**src/rtl/cam_pkg.sv**
```systemverilog
// Shared definitions for the camera capture path: FSM encodings, default
// image geometry and the RGB444 field layout of a frame-buffer word.
package cam_pkg;

    typedef enum logic [2:0] {
        ST_IDLE       = 3'd0,
        ST_WAIT_FRAME = 3'd1,
        ST_WAIT_LINE  = 3'd2,
        ST_BYTE1      = 3'd3,
        ST_BYTE2      = 3'd4
    } cam_state_t;

    localparam int IMG_W_DEF = 160;
    localparam int IMG_H_DEF = 120;

    localparam int RGB444_W = 12;
    localparam int CH_W     = 4;
    localparam int R_LSB    = 8;
    localparam int G_LSB    = 4;
    localparam int B_LSB    = 0;

endpackage

```
**src/rtl/rgb565_to_rgb444.sv**
```systemverilog
// Packs one RGB565 pixel, delivered as two camera bytes, into an RGB444 word.
module rgb565_to_rgb444
    import cam_pkg::*;
(
    input  logic [7:0]          byte1_i,
    input  logic [7:0]          byte2_i,
    output logic [RGB444_W-1:0] pix_o
);

    // Low bits of each RGB565 channel are simply truncated.
    logic unused_bits;
    assign unused_bits = ^{byte1_i[3], byte2_i[6:5], byte2_i[0]};

    always_comb begin
        pix_o                 = '0;
        pix_o[R_LSB +: CH_W]  = byte1_i[7:4];
        pix_o[G_LSB +: CH_W]  = {byte1_i[2:0], byte2_i[7]};
        pix_o[B_LSB +: CH_W]  = byte2_i[4:1];
    end

endmodule

```
**src/rtl/cam_capture_rgb444.sv**
```systemverilog
// Camera pixel-clock capture: frames RGB565 bytes by VSYNC/HREF and writes
// RGB444 pixels into a frame buffer at row*IMG_W+col.
module cam_capture_rgb444
    import cam_pkg::*;
#(
    parameter int IMG_W = IMG_W_DEF,
    parameter int IMG_H = IMG_H_DEF,
    parameter int AW    = 15,
    parameter int DW    = 12
) (
    input  logic          clk,
    input  logic          rst,
    input  logic          CAM_VSYNC,
    input  logic          CAM_HREF,
    input  logic [7:0]    CAM_px_data,
    output logic [AW-1:0] DP_RAM_addr_in,
    output logic [DW-1:0] DP_RAM_data_in,
    output logic          DP_RAM_regW,
    output logic          frame_done,
    output logic [2:0]    state
);

    localparam int COL_W = $clog2(IMG_W + 1);
    localparam int ROW_W = $clog2(IMG_H + 1);

    logic             vsync_q, vsync_d;
    logic             vsync_prev_q, vsync_prev_d;
    logic             href_q, href_d;
    logic [7:0]       px_q, px_d;
    cam_state_t       state_q, state_d;
    logic [COL_W-1:0] col_q, col_d;
    logic [ROW_W-1:0] row_q, row_d;
    logic [7:0]       byte1_q, byte1_d;
    logic             we_q, we_d;
    logic [AW-1:0]    addr_q, addr_d;
    logic [DW-1:0]    data_q, data_d;
    logic             done_q, done_d;

    logic                vsync_rise;
    logic                vsync_fall;
    logic                pix_in_frame;
    logic [AW-1:0]       pix_addr;
    logic [RGB444_W-1:0] pix_rgb;

    rgb565_to_rgb444 u_conv (
        .byte1_i (byte1_q),
        .byte2_i (px_q),
        .pix_o   (pix_rgb)
    );

    assign vsync_rise   = vsync_q & ~vsync_prev_q;
    assign vsync_fall   = ~vsync_q & vsync_prev_q;
    assign pix_in_frame = (col_q < COL_W'(IMG_W)) && (row_q < ROW_W'(IMG_H));
    assign pix_addr     = AW'(row_q) * AW'(IMG_W) + AW'(col_q);

    // NOTE: every signal gets a default before any branch so that no path
    // leaves a combinational output unassigned, which would infer a latch.
    always_comb begin
        vsync_d      = CAM_VSYNC;
        vsync_prev_d = vsync_q;
        href_d       = CAM_HREF;
        px_d         = CAM_px_data;
        state_d      = state_q;
        col_d        = col_q;
        row_d        = row_q;
        byte1_d      = byte1_q;
        we_d         = 1'b0;
        addr_d       = addr_q;
        data_d       = data_q;
        done_d       = vsync_rise && (row_q == ROW_W'(IMG_H));

        if (state_q != ST_IDLE && vsync_q) begin
            // Vertical blanking outside IDLE restarts the frame from the top.
            state_d = ST_WAIT_FRAME;
            col_d   = '0;
            row_d   = '0;
        end else begin
            unique case (state_q)
                ST_IDLE: begin
                    if (vsync_q) state_d = ST_WAIT_FRAME;
                end
                ST_WAIT_FRAME: begin
                    if (vsync_fall) state_d = ST_WAIT_LINE;
                end
                ST_WAIT_LINE: begin
                    if (href_q) begin
                        byte1_d = px_q;
                        state_d = ST_BYTE1;
                    end
                end
                ST_BYTE1: begin
                    if (href_q) begin
                        state_d = ST_BYTE2;
                        if (pix_in_frame) begin
                            we_d   = 1'b1;
                            addr_d = pix_addr;
                            data_d = DW'(pix_rgb);
                            col_d  = col_q + 1'b1;
                        end
                    end else begin
                        // Line ended on a lone byte1; that half pixel is dropped.
                        state_d = ST_WAIT_LINE;
                        col_d   = '0;
                        if (row_q < ROW_W'(IMG_H)) row_d = row_q + 1'b1;
                    end
                end
                ST_BYTE2: begin
                    if (href_q) begin
                        byte1_d = px_q;
                        state_d = ST_BYTE1;
                    end else begin
                        state_d = ST_WAIT_LINE;
                        col_d   = '0;
                        if (row_q < ROW_W'(IMG_H)) row_d = row_q + 1'b1;
                    end
                end
                default: state_d = ST_IDLE;
            endcase
        end
    end

    // NOTE: sequential state uses non-blocking assignments so every flop
    // samples the pre-edge value of its neighbours.
    always_ff @(posedge clk or posedge rst) begin
        if (rst) begin
            vsync_q      <= 1'b0;
            vsync_prev_q <= 1'b0;
            href_q       <= 1'b0;
            px_q         <= '0;
            state_q      <= ST_IDLE;
            col_q        <= '0;
            row_q        <= '0;
            byte1_q      <= '0;
            we_q         <= 1'b0;
            addr_q       <= '0;
            data_q       <= '0;
            done_q       <= 1'b0;
        end else begin
            vsync_q      <= vsync_d;
            vsync_prev_q <= vsync_prev_d;
            href_q       <= href_d;
            px_q         <= px_d;
            state_q      <= state_d;
            col_q        <= col_d;
            row_q        <= row_d;
            byte1_q      <= byte1_d;
            we_q         <= we_d;
            addr_q       <= addr_d;
            data_q       <= data_d;
            done_q       <= done_d;
        end
    end

    assign DP_RAM_addr_in = addr_q;
    assign DP_RAM_data_in = data_q;
    assign DP_RAM_regW    = we_q;
    assign frame_done     = done_q;
    assign state          = state_q;

endmodule

```
**config.mk**
```make
export PLATFORM = sky130hd
export DESIGN_NAME = cam_capture_rgb444
export DESIGN_NICKNAME = d
export VERILOG_FILES = /design/src/rtl/cam_pkg.sv /design/src/rtl/rgb565_to_rgb444.sv /design/src/rtl/cam_capture_rgb444.sv
export SDC_FILE = /design/constraint.sdc
export NUM_CORES = 1
export LEC_CHECK = 0
export CAP_MARGIN = 20
export CORE_UTILIZATION = 40
export CTS_CLUSTER_DIAMETER = 80
export DETAILED_ROUTE_END_ITERATION = 12
export PLACE_DENSITY_LB_ADDON = 0.15
export RECOVER_POWER = 50
export SLEW_MARGIN = 20
export SYNTH_ARGS = -nofsm -noshare
export SYNTH_HDL_FRONTEND = slang
export SYNTH_SLANG_ARGS = --single-unit
```
**constraint.sdc**
```tcl
create_clock -name clk -period 3.4 [get_ports clk]
set_input_delay 1.02 -clock clk [delete_from_list [all_inputs] [get_ports clk]]
set_output_delay 1.02 -clock clk [all_outputs]
set_load 0.01 [all_outputs]
```
==> impl_metrics.toml, run 1 <==
[clock_network]
cts_hold_buf = 0
cts_resized = 0
clk-insertion-delay-late_ns = 0.34
cts_inserted_buffers = 9
postCtsSetupRepairBufs = 0
h-tree-depth = 3
cts_tree = "done"
clockBufferDepth = 2
clk_pin_slew_ns = 0.08
root_buffer = "clkbuf_8"
numClockSinks = 65

[sta]
clock.fmax_mhz = 358.2
hold_slack_ns = 0.4793
rsz0062_at_grt = "no"
setup_tns_ns = 0
hold_viol_final = 0
slew_headroom_pct = 29.37
worstMarginPinSlew_ns = 1.059
fin_crit_sh_pct = 82.12
fin_crit_ns = 2.792
setup_viol = 0
fin_skew_ns = 0.007948
maxSlewViolCount = 0

[routing]
wl_met3_um = 282
wirelength_met1_um = 2605
ant_nets = 0
topRoutingLayerUsed = "met4"
remaining_drc_errors = 0
drt_iter0_drc = 53
wl_per_cell_um = 13.59
routed_via_density = 5.085
detail_route.first_pass.iterations = 4
routed_wl_um = 5599
vias = 2095
wl_met2_um = 2656

[critical_path]
worst-path-max-fanout = 45
startpoint_type = "input port"
path_class = "input port to async pin"
worstPathRequired_ns = 3.70
cp-end-kind = "async pin"
cp.arrival_ns = 3.10

[synth]
synth.avg_cell_area_um2 = 12.06
ys_top_cells_by_area = "dfrtp_1 52%, mux2_2 11%, ha_1 6.4%"
yosysUniqueCellTypes = 46
ys.flop_type = "dfrtp_1"
synth_top_cell_area_share_pct = 51.88
yosysSeqAreaShare_pct = 51.88
syn_nets = 290
syn-cell-area_um2 = 3136
synth-edff-count = 0
ys_ff_latch = 65
yosys.area.top_type = "dfrtp_1"
postSynthCellCount = 260
ys_warn_count = 0
synthArstFlopShare_pct = 100.0

[power_and_ir_drop]
p_int_uw = 1544
p_comb_share_pct = 21.6
p_seq_share_pct = 46.6
pwr-share-clk_pct = 31.8
p_leak_uw = 0.001684
power.density_nw_per_um2 = 554.5
swShare_pct = 27.59
p_switching_uw = 588.3
ir_worst_vdd_mv = 0.3214

[placed_design]
io_buffers = 43
finalWeightedCongestion = 0.7629
dpl.hpwl_um = 4020
placedInstanceArea_um2 = 3652

[final_layout]
final_common_cell = "dfrtp_1"
nFillCells = 650
layout-drive-gt1-share_pct = 18.21
final_nets = 338
stdcell_area_um2 = 3845
final_cell_mix = "65 x dfrtp_1, 32 x clkdlybuf4s50_1, 30 x mux2_2, 28 x nor2_1, 16 x ha_1"
diodes = 0
area_growth_pct = 22.63

[global_routing]
grt_max_degree = 46
grt_pass1_vias = 2061
track_usage_pct = 15.00
grt_pass1_wl_um = 9653
antenna_found_initial = 0
grt_remaining_overflow = 0

[floorplanning]
num_rows = 31
core_area_um2 = 7408
die_w_um = 90.54
initial_core_util_pct = 42.32
pin_count = 44
dieArea_um2 = 8197
die_h_um = 90.54

[run]
max_cap_violations = 0

[outcome]
status = "finished clean"

[min_path]
hold_path.class = "register to register"
[power groups by stage]
stage / clock network [uW] / registers (uW) / logic, uW
floorplan: 0 / 1030 / 208
detailed placement: 0 / 1010 / 473
global placement: 0 / 1010 / 466
global route: 736 / 1020 / 498
finish: 679 / 993 / 460
CTS: 704 / 997 / 475
[final timing paths]
| kind | start | endpoint | slack, ns | cells after the start |
|---|---|---|---|---|
| min in group asynchronous | rst | row_q[6] | 1.27 | 2 |
| worst min register to register | px_q[0] | byte1_q[0] | 0.48 | 1 |
| max in group clk | row_q[2] | DP_RAM_addr_in[13] | 0.75 | 7 |
| worst max register to register | row_q[2] | DP_RAM_addr_in[13] | 0.75 | 7 |
| worst min-delay path | px_q[0] | byte1_q[0] | 0.48 | 1 |
| worst max-delay path | rst | row_q[1] | 0.61 | 3 |
[worst max-delay path, stage by stage]
cell and delay, ns:
dlygate4sd3_1 0.53, inv_1 0.59, clkbuf_2 0.93
[registers in the layout (all words and copies together), names as in the netlist]
register / count
DP_RAM_data_in: 12
row_q: 7
px_q: 8
vsync_prev_d: 1
DP_RAM_addr_in: 15
vsync_prev_q: 1
frame_done: 1
DP_RAM_regW: 1
state: 3
href_q: 1
byte1_q: 7
col_q: 8
[synth_stat cells (all sizes together), types with 3 or more instances]
master   n
nor2    28
nand4    6
o21ai   15
dfrtp   65
xor2     7
a21oi    9
nand3    4
ha      16
nand2    8
a211oi   6
nor2b    4
nor4     3
xnor2   10
inv     11
buf      6
mux2    30
[cells by family after synthesis]
kind of cell | Yosys count | share of synthesized area (%)
DFF | 65 | 51.88
and+or+nand+nor | 63 | 9.896
AOI/OAI and AO/OA | 47 | 11.33
muxes | 31 | 11.09
buffers and inverters | 19 | 3.392
adders and majority gates | 18 | 7.662
xor gates and xnor gates | 17 | 4.749
[layer usage]
metal  vias to the layer above  global-route usage, %
met4                         0                  4.032
met3                         7                  5.556
met2                        41                  23.99
met1                      1016                  19.08
met5                         -                      0
li1                       1031                      -
[metrics by stage]
step	worst slack, ns	util [%]	cells	total power, uW
2_1_floorplan	0.7535	-	260	1240
6_report	0.6079	51.90	412	2132
5_1_grt	0.2500	51.90	412	2251
3_5_place_dp	0.7773	49.30	396	1484
4_1_cts	0.7417	52.10	412	2176
3_3_place_gp	0.8263	49.30	396	1474
[final cells by class]
| class | instances | area [um^2] | area share (%) |
|---|---|---|---|
| clock buffers | 9 | 123.9 | 3.222 |
| repair buffers | 45 | 442.9 | 11.52 |
| inverters | 11 | 41.29 | 1.074 |
| clock inverters | 7 | 83.83 | 2.180 |
| flip-flops and latches | 65 | 1627 | 42.30 |
| multi-input cells | 176 | 1403 | 36.48 |
| well taps | 99 | 123.9 | 3.222 |
No activity file was read; power rests on OpenSTA's default activity.
==> run 2, diff against run 1 <==
Clock period 3.4 ns to 2.6 ns, I/O delays scaled along.
==> run 2 against run 1 <==
  * The run now ends with max-capacitance violations, max-slew violations left
  * Sequential share of layout area down 1.4 points
  * Sequential power up 31%
  * Setup slack worse by 0.47 ns
  * Critical path depth up 5
  * Global-route usage up 0.40 points
  * Wire length up 1.1%
  * Critical endpoint is now DP_RAM_addr_in[13]
  * Largest cell class unchanged
  * Largest power group unchanged
==> impl_metrics.toml, run 2 (synthesized netlist as in run 1, its figures left out) <==
[outcome]
status = "complete, but fails checks"
violations = "max-capacitance violations, max-slew violations"

[clock_network]
postCtsSetupRepairBufs = 0
numClockSinks = 65
clk_pin_slew_ns = 0.08
clk-insertion-delay-late_ns = 0.35
root_buffer = "clkbuf_8"
cts_inserted_buffers = 9
h-tree-depth = 3
cts_tree = "done"
clockBufferDepth = 2

[placed_design]
place_ws_ns = 0.09895
finalWeightedCongestion = 0.7536
dpl.hpwl_um = 3839
io_buffers = 43
placedInstanceArea_um2 = 3732

[sta]
fin_crit_sh_pct = 94.71
slew_headroom_pct = -2.659
clock.fmax_mhz = 406.1
setup_tns_ns = 0
hold_slack_ns = 0.4739
fin_skew_ns = 0.007395
hold_viol_final = 0
maxSlewViolCount = 66
fin_crit_ns = 2.462
setup_viol = 0
worstMarginPinSlew_ns = 1.540
worst_slack_ns = 0.1375

[final_layout]
nFillCells = 675
area_growth_pct = 26.90
final_nets = 347
final_common_cell = "dfrtp_1"
largest_reg_flops = 15
stdcell_area_um2 = 3979
diodes = 0
layout-drive-gt1-share_pct = 22.36
fin_util_pct = 53.71
final_cell_mix = "65 x dfrtp_1, 33 x clkdlybuf4s50_1, 30 x mux2_2, 28 x nor2_1, 16 x ha_1"

[routing]
remaining_drc_errors = 0
detail_route.first_pass.iterations = 4
routed_wl_um = 5662
wl_per_cell_um = 13.45
vias = 2123
wirelength_met1_um = 2698
wl_met3_um = 261
topRoutingLayerUsed = "met4"
ant_nets = 0
drt_iter0_drc = 62
wl_met2_um = 2591
routed_via_density = 5.043

[floorplanning]
num_rows = 31
pin_count = 44
die_w_um = 90.54
die_h_um = 90.54
initial_core_util_pct = 42.32
core_area_um2 = 7408
dieArea_um2 = 8197

[critical_path]
path_class = "register to register"
cp-end-kind = "register"
critPathMostFrequentCell = "ha_1"
path_cells = "ha_1 > ha_1 > fa_1 > xor2_2 > o2111ai_2 > nor4_2 > xnor2_1 > a21oi_1"
slowest_delay_ns = 0.44
worst-path-max-fanout = 5
crit_family = "adder cells"
critPathBufInv = 0
worstPathRequired_ns = 2.83
cp_slowest_cell = "dfrtp_1"
startpoint_type = "register"
cp.arrival_ns = 2.69

[power_and_ir_drop]
ir_worst_vdd_mv = 0.5385
p_switching_uw = 771.6
p_int_uw = 2113
power.density_nw_per_um2 = 724.9
pwr-share-clk_pct = 33.8
p_seq_share_pct = 45.0
p_leak_uw = 0.001735
swShare_pct = 26.75
p_comb_share_pct = 21.2

[global_routing]
grt_max_degree = 66
track_usage_pct = 15.40
grt_pass1_wl_um = 9860
grt_pass1_vias = 2135
antenna_found_initial = 0
grt_remaining_overflow = 0

[min_path]
hold_path.class = "register to register"

[run]
max_cap_violations = 1
## run 2: changes by cell type in the layout (fill, tap and decap cells not counted), sizes merged
cell           delta
dlygate4sd3       -1
inv               -3
clkinvlp          +1
clkinv            +1
clkdlybuf4s50     +1
bufinv            +1
buf               +9
## run 2: metal layers
metal | global-route usage, % | vias to the layer above
met1 | 19.52 | 1027
met4 | 7.124 | 0
met3 | 5.051 | 11
met2 | 23.80 | 42
li1 | - | 1043
met5 | 0 | -
## run 2: power groups by stage
stage          Clock [uW]  Sequential, uW  Combinational (uW)
2_1_floorplan           0            1350                 272
3_3_place_gp            0            1320                 621
3_5_place_dp            0            1320                 627
4_1_cts              1000            1300                 630
5_1_grt              1050            1330                 667
6_report              974            1300                 612
## run 2: layout make-up
class                           instances  area, um^2  area share, %
Inverter                               11       41.29          1.038
Clock buffer                            9       123.9          3.113
Sequential cell                        65        1627          40.88
Timing Repair Buffer                   54       523.0          13.14
Tap cell                               99       123.9          3.113
Clock inverter                          7       101.3          2.547
Multi-Input combinational cell        176        1439          36.16
## run 2: repair_timing
action,CTS,global route
hold buffers,0,0
endpoints found under the setup margin,0,3
resized for setup,0,6
## run 2: through the flow
step                cells  total power, uW
floorplan             260             1621
global placement      405             1937
detailed placement    405             1947
CTS                   421             2932
global route          421             3045
finish                421             2884
## run 2: final timing paths
kind	from	to	slack, ns	depth (start not counted)
max reg2reg	row_q[1]	DP_RAM_addr_in[13]	0.14	8
min in group asynchronous	rst	DP_RAM_addr_in[14]	1.26	3
max	row_q[1]	DP_RAM_addr_in[13]	0.14	8
min	vsync_prev_q	frame_done	0.47	1
max in group asynchronous	rst	href_q	0.42	3
min reg2reg	vsync_prev_q	frame_done	0.47	1
